==> src/rtl/riscv_bus_pkg.sv <==
// Shared bus types and RAM memory-map defaults for the SoC fabric.
package riscv_bus_pkg;

    localparam int unsigned ADDR_W = 32;
    localparam int unsigned DATA_W = 32;
    localparam int unsigned STRB_W = 4;

    localparam logic [ADDR_W-1:0] RAM_BASE_DEFAULT = 32'h0000_0000;
    localparam logic [ADDR_W-1:0] RAM_SIZE_DEFAULT = 32'h0040_0000;

    typedef enum logic [1:0] {
        IDLE = 2'd0,
        BUSY = 2'd1,
        ERR  = 2'd2
    } arb_state_e;

    typedef struct packed {
        logic              we;
        logic [ADDR_W-1:0] addr;
        logic [DATA_W-1:0] wdata;
        logic [STRB_W-1:0] wstrb;
    } bus_req_t;

    // Unsigned offset compare: addresses below base wrap to a huge offset and fall out.
    function automatic logic in_window(input logic [ADDR_W-1:0] addr,
                                       input logic [ADDR_W-1:0] base,
                                       input logic [ADDR_W-1:0] size);
        logic [ADDR_W-1:0] offs;
        offs = addr - base;
        return offs < size;
    endfunction

endpackage

==> src/rtl/rr_arb2.sv <==
// Two-way round-robin pick: on contention the master that was not granted last wins.
module rr_arb2 (
    input  logic [1:0] req,
    input  logic       last,
    output logic       valid_c,
    output logic       pick_c
);

    always_comb begin
        valid_c = |req;
        pick_c  = 1'b0;
        if (req[0] && req[1]) begin
            pick_c = ~last;
        end else if (req[1]) begin
            pick_c = 1'b1;
        end
    end

endmodule

==> src/rtl/ram_port_arbiter.sv <==
// Two-master arbiter/sequencer for the single RAM slave port; one transaction in flight.
// Optional bus watchdog enabled by defining BUS_TIMEOUT_EN.
module ram_port_arbiter
    import riscv_bus_pkg::*;
#(
    parameter logic [ADDR_W-1:0] RAM_BASE       = RAM_BASE_DEFAULT,
    parameter logic [ADDR_W-1:0] RAM_SIZE       = RAM_SIZE_DEFAULT,
    parameter int unsigned       TIMEOUT_CYCLES = 256
) (
    input  logic              clk,
    input  logic              rst_n,
    input  logic              m0_req,
    input  logic              m0_we,
    input  logic [ADDR_W-1:0] m0_addr,
    input  logic [DATA_W-1:0] m0_wdata,
    input  logic [STRB_W-1:0] m0_wstrb,
    output logic [DATA_W-1:0] m0_rdata,
    output logic              m0_ready,
    output logic              m0_error,
    input  logic              m1_req,
    input  logic              m1_we,
    input  logic [ADDR_W-1:0] m1_addr,
    input  logic [DATA_W-1:0] m1_wdata,
    input  logic [STRB_W-1:0] m1_wstrb,
    output logic [DATA_W-1:0] m1_rdata,
    output logic              m1_ready,
    output logic              m1_error,
    output logic              s_req,
    output logic              s_we,
    output logic [ADDR_W-1:0] s_addr,
    output logic [DATA_W-1:0] s_wdata,
    output logic [STRB_W-1:0] s_wstrb,
    input  logic [DATA_W-1:0] s_rdata,
    input  logic              s_ready,
    output logic              grant_id
);

    arb_state_e        state;
    bus_req_t          pay;
    bus_req_t          win_pl;
    logic              last;
    logic              gnt_valid_c;
    logic              gnt_pick_c;
    logic              resp_valid_c;
    logic              resp_err_c;
    logic [DATA_W-1:0] resp_rdata_c;
    logic              timeout_c;

    rr_arb2 u_rr_arb2 (
        .req     ({m1_req, m0_req}),
        .last    (last),
        .valid_c (gnt_valid_c),
        .pick_c  (gnt_pick_c)
    );

    assign win_pl = gnt_pick_c ? bus_req_t'{m1_we, m1_addr, m1_wdata, m1_wstrb}
                               : bus_req_t'{m0_we, m0_addr, m0_wdata, m0_wstrb};

`ifdef BUS_TIMEOUT_EN
    localparam int unsigned CNT_W = $clog2(TIMEOUT_CYCLES + 1);
    logic [CNT_W-1:0] cnt;

    always_ff @(posedge clk or negedge rst_n) begin
        if (!rst_n) begin
            cnt <= '0;
        end else if (state == IDLE) begin
            cnt <= '0;
        end else if (state == BUSY && !s_ready) begin
            cnt <= cnt + CNT_W'(1);
        end
    end

    assign timeout_c = (state == BUSY) && !s_ready && (cnt == CNT_W'(TIMEOUT_CYCLES - 1));
`else
    assign timeout_c = 1'b0;
`endif

    // Sequencer: grant, payload latch, slave request and return to IDLE.
    always_ff @(posedge clk or negedge rst_n) begin
        if (!rst_n) begin
            state    <= IDLE;
            s_req    <= 1'b0;
            pay      <= '0;
            grant_id <= 1'b0;
            last     <= 1'b1;
        end else begin
            case (state)
                IDLE: begin
                    if (gnt_valid_c) begin
                        pay      <= win_pl;
                        grant_id <= gnt_pick_c;
                        last     <= gnt_pick_c;
                        if (in_window(win_pl.addr, RAM_BASE, RAM_SIZE)) begin
                            state <= BUSY;
                            s_req <= 1'b1;
                        end else begin
                            state <= ERR;
                        end
                    end
                end
                BUSY: begin
                    if (s_ready || timeout_c) begin
                        s_req <= 1'b0;
                        state <= IDLE;
                    end
                end
                ERR: begin
                    state <= IDLE;
                end
                default: begin
                    state <= IDLE;
                    s_req <= 1'b0;
                end
            endcase
        end
    end

    assign s_we    = pay.we;
    assign s_addr  = pay.addr;
    assign s_wdata = pay.wdata;
    assign s_wstrb = pay.wstrb;

    // Response is combinational off the completing cycle; stray s_ready outside BUSY is dropped.
    always_comb begin
        resp_valid_c = 1'b0;
        resp_err_c   = 1'b0;
        resp_rdata_c = '0;
        case (state)
            BUSY: begin
                if (s_ready) begin
                    resp_valid_c = 1'b1;
                    resp_rdata_c = pay.we ? '0 : s_rdata;
                end else if (timeout_c) begin
                    resp_valid_c = 1'b1;
                    resp_err_c   = 1'b1;
                end
            end
            ERR: begin
                resp_valid_c = 1'b1;
                resp_err_c   = 1'b1;
            end
            default: ;
        endcase
    end

    assign m0_ready = resp_valid_c && !grant_id;
    assign m0_error = resp_err_c && !grant_id;
    assign m0_rdata = (resp_valid_c && !grant_id) ? resp_rdata_c : '0;
    assign m1_ready = resp_valid_c && grant_id;
    assign m1_error = resp_err_c && grant_id;
    assign m1_rdata = (resp_valid_c && grant_id) ? resp_rdata_c : '0;

endmodule

==> config.mk <==
export PLATFORM = sky130hd
export DESIGN_NAME = ram_port_arbiter
export DESIGN_NICKNAME = d
export VERILOG_FILES = /design/src/rtl/riscv_bus_pkg.sv /design/src/rtl/rr_arb2.sv /design/src/rtl/ram_port_arbiter.sv
export SDC_FILE = /design/constraint.sdc
export NUM_CORES = 1
export LEC_CHECK = 0
export ABC_CLOCK_PERIOD_IN_PS = 3800
export BUFFER_PORTS_ARGS = -buffer_cell sky130_fd_sc_hd__buf_2
export CORE_MARGIN = 10
export CORE_UTILIZATION = 27
export DETAILED_ROUTE_END_ITERATION = 8
export GPL_ROUTABILITY_DRIVEN = 0
export PLACE_DENSITY = 0.71
export SLEW_MARGIN = 10
export SYNTH_ARGS = -nofsm -noshare
export SYNTH_HDL_FRONTEND = slang
export SYNTH_SLANG_ARGS = --single-unit
==> constraint.sdc <==
create_clock -name clk -period 3.8 [get_ports clk]
set_input_delay 0.57 -clock clk [delete_from_list [all_inputs] [get_ports clk]]
set_output_delay 0.57 -clock clk [all_outputs]
set_load 0.03 [all_outputs]
==> results.cfg <==
[outcome]
outcome = finished clean

[sta]
report.final.hold_viol_count = 0
setup_viol = 0
period_share_pct = 69.7
drv_slew = 0
rsz0062_at_grt = no
slew-limit-headroom_pct = 37.1
fmax_ghz = 0.378
period_needed_ps = 2650
worst_clock_skew_ps = 4.61
tns_ps = 0
worst-slew-pin-transition_ps = 943

[synth]
synth_area_leaders = dfrtp_1 (46%), mux2i_1 (17%), and3_1 (10%), o21ai_1 (9.0%), nand2_1 (6.6%)
synth_seq_cells = 74
synthCells = 416
netlist_area_mm2 = 0.00397
synth_top_area_share_pct = 46.0
yosysTopAreaCell = dfrtp_1
synth_cell_type_count = 26
syn_avg_cell_area_um2 = 9.54
synth_edf_count = 0
synth_nets = 594
synth_async_sr_flop_share_pct = 100
ys.flop_type = dfrtp_1
yosysSeqAreaShare_pct = 46.7
yosys_warnings = 0

[critical_path]
reg2reg_setup_slack_ps = 1910
slowest_delay_ps = 400
crit_type = reg -> out
worstSetupEndpointType = primary output
slowest_stage = dfrtp_1
worstPathArrival_ps = 2080
cp_data_required_time_ps = 3230
path_max_fanout = 64
cp_cell_sequence = inv_1 > ha_1 > and2_1 > nor2b_2 > buf_4 > and3_1 > buf_2
start_kind = register

[clock_tree]
post_cts_buffers = 0
clk_pin_slew_ps = 60
cts_resized = 0
cts_max_level = 3
clkSinkCount = 74
ctsHoldBuffers = 0
cts-buffers-inserted = 9
cts_root_buf = clkbuf_16
cts_buffer_depth = 2
clock_latency_ps = 330
cts_tree = built

[grt]
track_usage_pct = 13.7
antenna_found_initial = 0
grt_pass1_wl_um = 22300
grt_start_max_net_pins = 93
grt_pass1_vias = 4289
gr-total-overflow = 0

[final_layout]
drive_gt1_share_pct = 47.5
area_growth_pct = 50.7
fin_nets = 889
design_area_mm2 = 0.00598
fin_util_pct = 41.3
n_antenna_cell = 0

[place]
dpl_cell_area_mm2 = 0.00568
port_buffers = 313
dpl.hpwl_um = 12300

[floorplanning]
fp.dieArea_mm2 = 0.0200
start_util_pct = 27.4
placementRows = 44
io_pins = 314
die_width_um = 141
core-area_mm2 = 0.0145
chipHeight_um = 141

[job]
maxCapViolCount = 0

[pwr]
peakVddDrop_mv = 0.332
power_density_mw_per_mm2 = 586
leakagePower_nw = 3.51

[route]
drt_first_pass_iters = 4
wl_per_cell_um = 16.4
drtIter0Drc = 115
via_per_inst = 4.51
drt_wl_total_um = 14700
num_vias = 4057
final_antenna_net_count = 0
post-route-drc-count = 0

[hold_path]
hp-class = in -> async
-- sequential cells by signal, summed over array words and instances, names as in the netlist --
register / flops
grant_id: 1
last: 1
s_addr: 32
s_req: 1
s_wdata: 32
s_we: 1
s_wstrb: 4
state: 2
-- layout by cell type, fill, tap and decap left out --
cell type / count
a211oi_2: 1
a21boi_4: 1
a21o_1: 1
a21oi_1: 1
a22o_1: 2
a31oi_1: 1
a32o_1: 1
and2_1: 2
and3_1: 64
buf_12: 2
buf_2: 312
buf_4: 6
bufinv_16: 1
clkbuf_1: 1
clkbuf_16: 9
clkinvlp_4: 2
dfrtp_1: 73
dfstp_2: 1
ha_1: 3
inv_1: 3
inv_6: 3
mux2i_1: 69
nand2_1: 70
nand4_1: 1
nand4b_1: 1
nor2_1: 6
nor2b_1: 2
nor2b_2: 1
nor4_1: 4
o21ai_1: 70
o21ai_4: 1
o32a_1: 1
-- critical path, delay by kind of cell (launching register included) --
kind | cells | cell delay, ps
adders and majority gates | 1 | 150
buffers and inverters | 3 | 680
DFF | 1 | 400
and+or+nand+nor | 3 | 510
-- kinds of logic (layout without fill, tap and decap cells) --
| logic type | after synthesis | in the layout | share of synthesized area [%] |
|---|---|---|---|
| adders and majority gates | 3 | 3 | 0.946 |
| buffers and inverters | 39 | 339 | 5.04 |
| muxes | 69 | 69 | 17.4 |
| and+or+nand+nor | 151 | 151 | 19.1 |
| DFF | 74 | 74 | 46.7 |
| AOI/OAI and AO/OA | 80 | 80 | 10.9 |
-- where the power goes --
part           leakage, nW  switching [mW]  internal [mW]  total, mW
Combinational         2.46            1.01          0.461       1.47
Clock                0.140           0.343          0.516      0.859
Sequential           0.907           0.137           1.04       1.18
Total                 3.51            1.49           2.02       3.51
-- through the flow --
step,instances,hold WS (ps),power [mW],worst slack (ps)
final,900,393,3.51,1150
after global routing,900,467,3.72,972
after CTS,900,422,3.57,1110
after detailed placement,884,470,2.69,1440
after global placement,884,463,2.67,1460
after floorplan,416,274,2.16,1420
-- synthesized netlist by cell type, types with 3 or more instances --
| library cell | instances |
|---|---|
| and3_1 | 64 |
| buf_2 | 8 |
| buf_4 | 11 |
| clkbuf_1 | 15 |
| dfrtp_1 | 73 |
| ha_1 | 3 |
| inv_1 | 3 |
| mux2i_1 | 69 |
| nand2_1 | 70 |
| nor2_1 | 6 |
| nor2b_1 | 3 |
| nor4_1 | 4 |
| o21ai_1 | 71 |
-- final cells by class --
type | instances | area, um2
Sequential cell | 74 | 1850
Timing Repair Buffer | 320 | 1650
Clock inverter | 6 | 71.3
Inverter | 3 | 11.3
Fill cell | 1481 | 8500
Clock buffer | 10 | 229
Tap cell | 184 | 230
Multi-Input combinational cell | 303 | 1940
-- routing by layer --
metal  GRT usage [%]  wire length, um
met4            3.42              102
met5               0                0
met1            13.3             5410
met2            25.3             7450
met3            6.84             1760
-- path summary, 6_finish.rpt --
| check | startpoint | to | depth (start not counted) |
|---|---|---|---|
| max in group asynchronous | rst_n | s_addr[0] | 1 |
| worst max-delay path | state[1] | m1_rdata[18] | 7 |
| min in group clk | s_wdata[16] | s_wdata[16] | 2 |
| worst min-delay path | rst_n | s_wstrb[2] | 1 |
| worst max register to register | last | s_wdata[25] | 4 |
| worst min register to register | s_wdata[16] | s_wdata[16] | 2 |
(Power assumes the default switching activity.)
